File: config.mk
export PLATFORM = sky130hd
export DESIGN_NAME = sn185_bin2bcd_seq
export DESIGN_NICKNAME = d
export VERILOG_FILES = /design/src/rtl/sn185_bin2bcd_seq.sv
export SDC_FILE = /design/constraint.sdc
export NUM_CORES = 1
export LEC_CHECK = 0
export BUFFER_PORTS_ARGS = -buffer_cell sky130_fd_sc_hd__buf_2
export CORE_MARGIN = 2
export CORE_UTILIZATION = 34
export CTS_CLUSTER_DIAMETER = 60
export DETAILED_ROUTE_END_ITERATION = 8
export HOLD_SLACK_MARGIN = 0.15
export PLACE_DENSITY = 0.56
export SLEW_MARGIN = 20
export SYNTH_ARGS = -nofsm -noshare
export SYNTH_HDL_FRONTEND = slang
export SYNTH_SLANG_ARGS = --single-unit
File: constraint.sdc
create_clock -name clk -period 1.5 [get_ports clk]
set_clock_uncertainty 0.2 [all_clocks]
set_input_delay 0.15 -clock clk [delete_from_list [all_inputs] [get_ports clk]]
set_output_delay 0.15 -clock clk [all_outputs]
set_load 0.05 [all_outputs]
File: src/rtl/sn185_bin2bcd_seq.sv
// Sequential binary-to-BCD converter (shift-and-add-3, one bit per clock) with start/busy/valid
// handshake and active-low output gate. Define SN185_LEAD_BLANK_EN for leading-zero blanking.
module sn185_bin2bcd_seq #(
    parameter int BIN_W  = 6,
    parameter int DIGITS = 2
) (
    input  logic                  clk,
    input  logic                  rst_n,
    input  logic                  g_n,
    input  logic                  start,
    input  logic [BIN_W-1:0]      bin_in,
    output logic                  busy,
    output logic                  valid,
    output logic [4*DIGITS-1:0]   bcd_out
);

    localparam int BCD_W = 4 * DIGITS;
    localparam int SH_W  = BCD_W + BIN_W;
    localparam int CNT_W = $clog2(BIN_W + 1);
    localparam logic [CNT_W-1:0] LAST = CNT_W'(BIN_W - 1);

    typedef enum logic [1:0] {
        IDLE,
        SHIFT,
        DONE
    } state_t;

    state_t               state_q, state_d;
    logic [SH_W-1:0]      sh_q, sh_d;
    logic [CNT_W-1:0]     cnt_q, cnt_d;
    logic [BCD_W-1:0]     result_q, result_d;
    logic                 busy_q, busy_d;
    logic                 valid_q, valid_d;
    logic [SH_W-1:0]      sh_add;
    logic [SH_W-1:0]      sh_next;

`ifdef SN185_LEAD_BLANK_EN
    // Blank upper digits down to (but excluding) the first non-zero digit; digit 0 always shown.
    function automatic logic [BCD_W-1:0] blank_lead(input logic [BCD_W-1:0] v);
        logic        lead;
        int unsigned idx;
        blank_lead = v;
        lead       = 1'b1;
        for (int unsigned j = 0; j < DIGITS - 1; j++) begin
            idx = DIGITS - 1 - j;
            if (lead && (v[4*idx +: 4] == 4'd0)) begin
                blank_lead[4*idx +: 4] = 4'hF;
            end else begin
                lead = 1'b0;
            end
        end
    endfunction
`else
    function automatic logic [BCD_W-1:0] blank_lead(input logic [BCD_W-1:0] v);
        blank_lead = v;
    endfunction
`endif

    always_comb begin
        sh_add = sh_q;
        for (int unsigned i = 0; i < DIGITS; i++) begin
            if (sh_add[BIN_W + 4*i +: 4] >= 4'd5) begin
                sh_add[BIN_W + 4*i +: 4] = sh_add[BIN_W + 4*i +: 4] + 4'd3;
            end
        end
        sh_next = {sh_add[SH_W-2:0], 1'b0};
    end

    always_comb begin
        state_d  = state_q;
        sh_d     = sh_q;
        cnt_d    = cnt_q;
        result_d = result_q;
        case (state_q)
            IDLE, DONE: begin
                if (start && !g_n) begin
                    sh_d    = {{BCD_W{1'b0}}, bin_in};
                    cnt_d   = '0;
                    state_d = SHIFT;
                end else begin
                    state_d = IDLE;
                end
            end
            SHIFT: begin
                sh_d  = sh_next;
                cnt_d = cnt_q + 1'b1;
                if (cnt_q == LAST) begin
                    result_d = blank_lead(sh_next[SH_W-1 -: BCD_W]);
                    state_d  = DONE;
                end
            end
            default: state_d = IDLE;
        endcase
        busy_d  = (state_d == SHIFT);
        valid_d = (state_d == DONE);
    end

    always_ff @(posedge clk or negedge rst_n) begin
        if (!rst_n) begin
            state_q  <= IDLE;
            sh_q     <= '0;
            cnt_q    <= '0;
            result_q <= '0;
            busy_q   <= 1'b0;
            valid_q  <= 1'b0;
        end else begin
            state_q  <= state_d;
            sh_q     <= sh_d;
            cnt_q    <= cnt_d;
            result_q <= result_d;
            busy_q   <= busy_d;
            valid_q  <= valid_d;
        end
    end

    assign busy    = busy_q;
    assign valid   = valid_q;
    assign bcd_out = g_n ? '1 : result_q;

endmodule

-- Word-level counts from Yosys, hierarchy flattened
Index checks and enable logic that the tools add are counted.
- word-level logic and storage cells: 34
- bits in registers: 29
- output and inout port bits: 10
- muxes and demuxes: 10
- reduce and logical (&&, ||, !) cells: 7
- magnitude comparators: 2
- equality and inequality tests: 6
- add/sub/neg operators: 3
- operator list (cell ; count):
    14-bit case mux with 2 select lines ; 1
    14-bit two-way mux ; 1
    4-bit by 3-bit >= comparator with 1-bit output, second input constant ; 2
    8-bit two-way mux ; 1
    3-bit two-way mux ; 2
    3-bit case mux with 2 select lines ; 1
    4-bit by 2-bit adder with 4-bit output, second input constant ; 1
    2-bit by 1-bit equality test with 1-bit output, second input constant ; 2
    2-bit equality test, second input constant ; 2
    4-bit two-way mux ; 1
    2-bit case mux with 2 select lines ; 1
    2-bit AND reduction ; 2
    3-bit by 1-bit adder with 3-bit output, second input constant ; 1
    3-bit by 2-bit adder with 3-bit output, second input constant ; 1
    3-bit equality test, second input constant ; 1
    2-bit logical NOT ; 1
    2-bit two-way mux ; 1
    2-bit != test, second input constant ; 1
    2-bit nonzero test ; 1
    2-bit OR reduction ; 1
    1-bit logical AND ; 1
    1-bit logical NOT ; 1
    1-bit two-way mux ; 1

-- Logic depth before layout (Yosys ltp)
Gate-level depths: netlist (run 1).
- depth in word-level cells: 5
- depth in mapped cells: 6
- mapped depth without buffers: 6

-- Least setup slack after synthesis (run 1)
OpenSTA, ideal clock, no wires.
- kind: reg-to-reg
- start: reg sh_q[6]
- end: reg result_q[2]
- data required time: 1175 ps
- stages on the path, launching flop included: 7
- slack: -118 ps
- arrival: 1294 ps
- library setup time: 125 ps
- path through: dfrtp_1 > inv_1 > ha_1 > nand2b_1 > a21oi_2 > mux2i_1 > mux2_2
- cells in the longest elaborated chain, start to end: 2
- elaborated cells on any way between the ends: 3
- those cells by class: 1 x add/sub; 1 x order compare; 1 x mux
- RTL lines (element ; line ; source):
    from (decl) ; 29 ; logic [SH_W-1:0] sh_q, sh_d;
    from (signal assigned) ; 101 ; sh_q <= '0;
    from (signal assigned) ; 108 ; sh_q <= sh_d;
    4-bit by 2-bit adder with 4-bit output / 4-bit by 3-bit >= comparator with 1-bit output (equally long branches) ; 63, 62 ;
    4-bit two-way mux * ; 62 ; if (sh_add[BIN_W + 4*i +: 4] >= 4'd5) begin
    to (signal assigned) ; 110 ; result_q <= result_d;
    to (decl) ; 31 ; logic [BCD_W-1:0] result_q, result_d;
Mark *: on every way between the ends. The rest lies on a longest branch, timed or not.
A chain may end at the register's enable or synchronous reset.

-- Worst setup path in the final report (run 1)
- start: reg sh_q[7]
- end: reg result_q[2]
Same word-level chain as after synthesis.

==> results of run 1 <==
## synthesized netlist by cell type
cell,count,share of area (%)
or2_2,8,3.5
mux2i_1,7,5.0
nand2b_1,3,1.3
buf_2,2,0.71
dfrtp_1,29,51
nand3_1,2,0.71
inv_1,6,1.6
o31ai_1,1,0.53
o22ai_1,1,0.44
inv_4,1,0.44
a21oi_1,3,1.1
a21o_1,2,1.1
a21oi_2,2,1.2
nor3b_4,1,1.3
nand2_1,18,4.8
a22o_2,3,2.1
ha_1,6,5.3
xnor2_1,2,1.2
buf_1,1,0.26
nand3_4,1,1.2
buf_6,1,0.80
nor2_1,2,0.53
mux2_2,5,4.0
nor3b_1,3,1.6
nor3_1,2,0.71
nor2b_4,1,0.97
a22o_1,1,0.62
o21ai_0,16,5.7
## area by class of cell
type                    count  area (um^2)  share of cell area (%)
well taps                  50         62.6                    2.98
inverters                   7         31.3                    1.49
repair buffers             52          414                    19.7
clock inverters             1         5.00                   0.238
multi-input cells          90          766                    36.5
flip-flops and latches     29          726                    34.5
clock buffers               7         96.3                    4.59
## where the power goes
part	leakage (nW)	switching, mW	internal (mW)
clock network	0.0542	0.298	0.414
registers	0.375	0.246	1.10
logic	0.553	1.18	1.20
total	0.982	1.72	2.71
## placed cells by master, fill, tap and decap left out, types with 3 or more instances in the layout
cell type       n
buf_2          11
nand2_1        18
a22o_2          3
o21ai_0        11
buf_4          26
mux2i_1         6
dlygate4sd3_1   7
or2_2           7
mux2_4          3
inv_2           4
dfrtp_1        29
o21ai_1         4
buf_6           7
clkbuf_8        7
ha_4            5
## registers in the layout (all words and copies together) (netlist names)
name      flops
busy          1
cnt_q         3
result_q      8
sh_q         14
state_q       2
valid         1
## kinds of logic after synthesis
family / after synthesis / synth area share (%)
xor gates and xnor gates: 2 / 1.24
and+or+nand+nor: 41 / 16.7
AOI/OAI and AO/OA: 29 / 12.7
buffers and inverters: 11 / 3.80
adders and majority gates: 6 / 5.30
muxes: 12 / 8.93
DFF: 29 / 51.3
## per-layer routing
metal	vias up	routed length, um	GRT usage [%]
met1	535	1300	18.3
met4	0	65	7.50
met2	12	1580	25.1
met3	5	89	4.87
met5	-	0	0
li1	555	-	-
## how the worst max path moves through the flow
stage / startpoint / slack, ps / end / cells past startpoint
final: sh_q[7]$_DFFE_PN0P_ / -110 / result_q[2]$_DFFE_PN0P_ / 6
after global routing: sh_q[7]$_DFFE_PN0P_ / -170 / result_q[2]$_DFFE_PN0P_ / 6
after CTS: sh_q[11]$_DFFE_PN0P_ / -110 / result_q[6]$_DFFE_PN0P_ / 6
after detailed placement: sh_q[10]$_DFFE_PN0P_ / -160 / result_q[6]$_DFFE_PN0P_ / 5
after global placement: sh_q[6]$_DFFE_PN0P_ / -90 / result_q[1]$_DFFE_PN0P_ / 5
after floorplan: sh_q[6]$_DFFE_PN0P_ / -90 / result_q[2]$_DFFE_PN0P_ / 6
## what timing repair did
item | 4_1_cts | 5_1_grt
hold buffers | 7 | 0
gates cloned | 0 | 0
endpoints found under the hold margin | 35 | 0
pin swaps | 5 | 7
endpoints found under the setup margin | 14 | 27
buffers inserted | 5 | 5
gates resized for setup | 23 | 31
## worst register-to-register path, stage by stage (launching register included)
cell and delay [ps]:
dfrtp_1 370, inv_2 80, ha_4 160, nand2b_4 140, a21oi_4 170, mux2i_1 110
mux2_4 260
## stage by stage
step           hold WS [ps]  setup TNS (ps)  std cells
6_report                223            -565        236
5_1_grt                 267           -1360        236
4_1_cts                 231            -610        231
3_5_place_dp           21.6           -1020        211
3_3_place_gp           8.79            -473        211
2_1_floorplan          -346            -339        130
==> impl_metrics.ini, run 1 <==
[placed_design]
place.detailed.hpwl_mm = 1.95
dpl_cell_area_um2 = 1670
final_replace_weighted_congestion = 0.776
dp_worst_setup_slack_ps = -161
io_buffer_count = 19

[clock_tree]
cts.path.max_buffers = 2
cts-htree-levels = 2
tritoncts = built
clock_pin_slew_of_the_registers_on_the_worst_case_setup_and_hold_paths_ps = 70
clk_root_buffer_cell = clkbuf_8
clock_sink_count = 29
tritoncts.num_buffers = 5
clk-insertion-delay-late_ps = 280

[worst_setup_path]
timing.critical_path.slowest_stage_cell = dfrtp_1
setup.worst_path.end_class = register
critPathTopFamily = flip-flops
cp_data_arrival_time_ps = 1570
setup.worst_path.start_class = register
slowest_delay_ps = 370
timing.rr.start = sh_q[7]$_DFFE_PN0P_
cp_max_fo = 3
critical_path.n_buffers_inverters = 1
timing.critical_path.cells = inv_2 -> ha_4 -> nand2b_4 -> a21oi_4 -> mux2i_1 -> mux2_4
crit_required_ps = 1470
rr_worst_depth = 6
reg2reg_setup_slack_ps = -110
critPathKind = register to register
timing.rr.end = result_q[2]$_DFFE_PN0P_

[outcome]
failing_checks = setup timing
status = complete, but fails checks

[timing]
max_clock_freq_mhz = 623
finalWorstSetupSlack_ps = -106
timing_worst_slew_pin_value_ps = 642
final_number_of_max_transition_violations = 0
layout_min_cycle_time_ps = 1610
final-setup-viol-count = 9
layout_worst_path_cycle_share_pct = 107
final-hold-violation-count = 0
grt_setup_unrepaired = true
worst_slew_margin_rel_pct = 57.2

[cells_and_area]
utilization_pct = 52.5
design_area_um2 = 2100
num-fill-cells = 353
proportion_of_layout_cells_with_a_drive_suffix_above_1_pct = 48.9
layout.nets = 201
antennaDiodeCount = 0
layout_area_overhead_pct = 48.5

[drt]
initialDrtViolationCount = 24
drt.antenna.violating_nets = 0
avgViaCountPerCell = 4.69
finalWirelength_mm = 3.04
drcViolationCount = 0
drtPass1Iterations = 4
routedWlPerCell_um = 12.9
num_vias = 1107

[floorplan]
die_area_um2 = 4690
floorplan.io_pins = 20
coreArea_um2 = 4000
die_width_um = 68.5
die_height_um = 68.5
initial_core_util_pct = 35.4
placement_rows = 23

[pwr]
power_mw = 4.44
p_leak_nw = 0.982
power_density_nw_per_um2 = 2110
power.ir.vdd_worst_mv = 0.875

[synthesis]
syn_avg_cell_area_um2 = 10.9
synth.yosys.warnings = 0
postSynthRegisterBits = 29
netlist-cell-type-count = 28
synthesis.area_um2 = 1420
seq_area_frac_synth_pct = 51.3
synth_cells = 130
synth_nets = 146

[hold_path]
min_path_type = primary input to async pin

[global_route]
grt_max_degree = 30
grt_pass1_vias = 1066
grt.overflow.total = 0
grt_first_pass_wirelength_mm = 4.97
track_usage_pct = 15.4
antenna_violations_before_repair = 0

[flow_run]
maxCapViolations = 0
No activity file was read; power rests on OpenSTA's default activity.
==> run 2: changes to the inputs <==
Settings changed: CORE_UTILIZATION 34 to 50, PLACE_DENSITY 0.56 to 0.76.
==> run 2 against run 1 <==
  * The run still ends with setup timing left
  * Sequential share of layout area grew 0.27 points
  * Fmax shrank 2.5%
  * Critical path type unchanged
  * Critical endpoint unchanged
  * Utilization grew 24 points
==> impl_metrics.ini, run 2 (synthesis gave the netlist of run 1 again) <==
[outcome]
status = complete, but fails checks
failing_checks = setup timing

[clock_tree]
cts-htree-levels = 2
clock_pin_slew_of_the_registers_on_the_worst_case_setup_and_hold_paths_ps = 100
clock_sink_count = 29
clk-insertion-delay-late_ps = 340
cts.path.max_buffers = 2
clk_root_buffer_cell = clkbuf_4
tritoncts.num_buffers = 5
tritoncts = built

[floorplan]
die_area_um2 = 3270
floorplan.io_pins = 20
initial_core_util_pct = 51.8
die_width_um = 57.2
placement_rows = 19
die_height_um = 57.2
coreArea_um2 = 2730

[timing]
final-hold-violation-count = 0
layout_min_cycle_time_ps = 1650
timing_worst_slew_pin_value_ps = 660
max_clock_freq_mhz = 607
holdWs_ps = 165
final-setup-viol-count = 11
grt_setup_unrepaired = true
final_number_of_max_transition_violations = 0
finalWorstSetupSlack_ps = -148
layout_worst_path_cycle_share_pct = 110
setup-tns-final_ps = -1160
worst_slew_margin_rel_pct = 56.0

[cells_and_area]
num-fill-cells = 192
top_regs = sh_q x14, result_q x8, cnt_q x3
largest_register_ffs = 14
layout_commonest_cell = dfrtp_1
layout_area_overhead_pct = 47.3
proportion_of_layout_cells_with_a_drive_suffix_above_1_pct = 50.5
multi_input_area_um2 = 800
antennaDiodeCount = 0
most_frequent_cells_in_the_layout = dfrtp_1 (29), nand2_1 (18), buf_4 (18), buf_2 (12), o21ai_1 (11)
layout.nets = 197
seq_area_um2 = 726
regMostFlops = sh_q
design_area_um2 = 2080

[worst_setup_path]
timing.critical_path.slowest_stage_cell = dfrtp_1
critical_path.n_buffers_inverters = 1
critPathKind = register to register
slowest_delay_ps = 390
crit_required_ps = 1580
cp_data_arrival_time_ps = 1720
critPathTopFamily = multiplexers
timing.critical_path.cells = inv_2 -> ha_4 -> nand2b_4 -> a21oi_4 -> mux2i_2 -> mux2_4
setup.worst_path.end_class = register
setup.worst_path.start_class = register
cp_max_fo = 3

[pwr]
p_leak_nw = 0.965
p_int_mw = 2.65
power_density_nw_per_um2 = 2170
power_frac_clock_pct = 12.3
power.ir.vdd_worst_mv = 1.71
power_mw = 4.52
switchingPower_mw = 1.87
swShare_pct = 41.3
comb_pwr_share_pct = 56.9
seq_power_share_pct = 30.7

[drt]
num_vias = 1159
finalWirelength_mm = 3.46
initialDrtViolationCount = 40
drtPass1Iterations = 4
avgViaCountPerCell = 5.44
drcViolationCount = 0
drt.antenna.violating_nets = 0
routedWlPerCell_um = 16.2

[hold_path]
min_path_type = primary input to async pin

[placed_design]
io_buffer_count = 19
dp_worst_setup_slack_ps = -148
place.detailed.hpwl_mm = 1.99
dpl_cell_area_um2 = 1630
final_replace_weighted_congestion = 0.709

[global_route]
grt_pass1_vias = 1172
track_usage_pct = 22.3
grt_max_degree = 30
grt.overflow.total = 0
antenna_violations_before_repair = 0
grt_first_pass_wirelength_mm = 5.47

[flow_run]
maxCapViolations = 0
[run 2: cell types whose count changed in the layout (fill, tap and decap cells not counted), moves of 5 or more]
| cell | delta |
|---|---|
| buf_4 | -8 |
| buf_8 | +7 |
| clkbuf_4 | +5 |
| clkbuf_8 | -5 |
| o21ai_0 | -9 |
| o21ai_1 | +7 |
| or2_2 | -7 |
| or2_4 | +7 |
[run 2: worst reg2reg max path: stages (launching register included)]
cell	delay, ps
dfrtp_1	390
inv_2	80
ha_4	160
nand2b_4	140
a21oi_4	180
mux2i_2	270
mux2_4	180
[run 2: through the flow]
step | utilization [%] | std cells
final | 76.2 | 213
after global routing | 76.2 | 213
after CTS | 71.5 | 207
after detailed placement | 59.5 | 189
after global placement | 59.5 | 189
after floorplan | - | 130
[run 2: layout make-up]
type	instances	area share, %
timing repair buffer	48	20.1
tap	31	1.86
clock buffer	7	3.12
inverter	7	1.50
sequential	29	34.8
clock inverter	1	0.240
multi-input combinational	90	38.4
[run 2: final timing paths]
kind,startpoint,endpoint,slack (ps),cells past startpoint
worst max-delay path,sh_q[7]$_DFFE_PN0P_,result_q[2]$_DFFE_PN0P_,-150,6
worst min-delay path,rst_n,sh_q[12]$_DFFE_PN0P_,170,2
worst max register to register,sh_q[7]$_DFFE_PN0P_,result_q[2]$_DFFE_PN0P_,-150,6
worst min register to register,result_q[7]$_DFFE_PN0P_,result_q[7]$_DFFE_PN0P_,300,2
max in group asynchronous,rst_n,sh_q[7]$_DFFE_PN0P_,490,2
min in group clk,start,sh_q[0]$_DFFE_PN0P_,200,5
[run 2: power by group through the flow]
stage          Clock (mW)  Combinational (mW)  Sequential [mW]
6_report            0.558                2.57             1.39
3_5_place_dp            0                1.80             1.34
3_3_place_gp            0                1.71             1.31
4_1_cts             0.560                2.23             1.35
5_1_grt             0.596                2.78             1.42
2_1_floorplan           0                1.23             1.35
[run 2: timing repair]
item	CTS	global route
gates resized for setup	48	32
endpoints found under the hold margin	35	0
pin swaps	4	8
buffers inserted	3	5
endpoints found under the setup margin	19	23
gates cloned	0	2
hold buffers	7	0
[run 2: layer usage]
metal | vias up | wire length [um] | part of all wire [%] | global-route usage [%]
met2 | 25 | 1820 | 53 | 38.9
met1 | 576 | 1430 | 41 | 26.4
li1 | 549 | - | - | -
met3 | 9 | 133 | 3.8 | 6.80
met5 | - | 0 | 0 | 0
met4 | 0 | 75 | 2.2 | 6.98
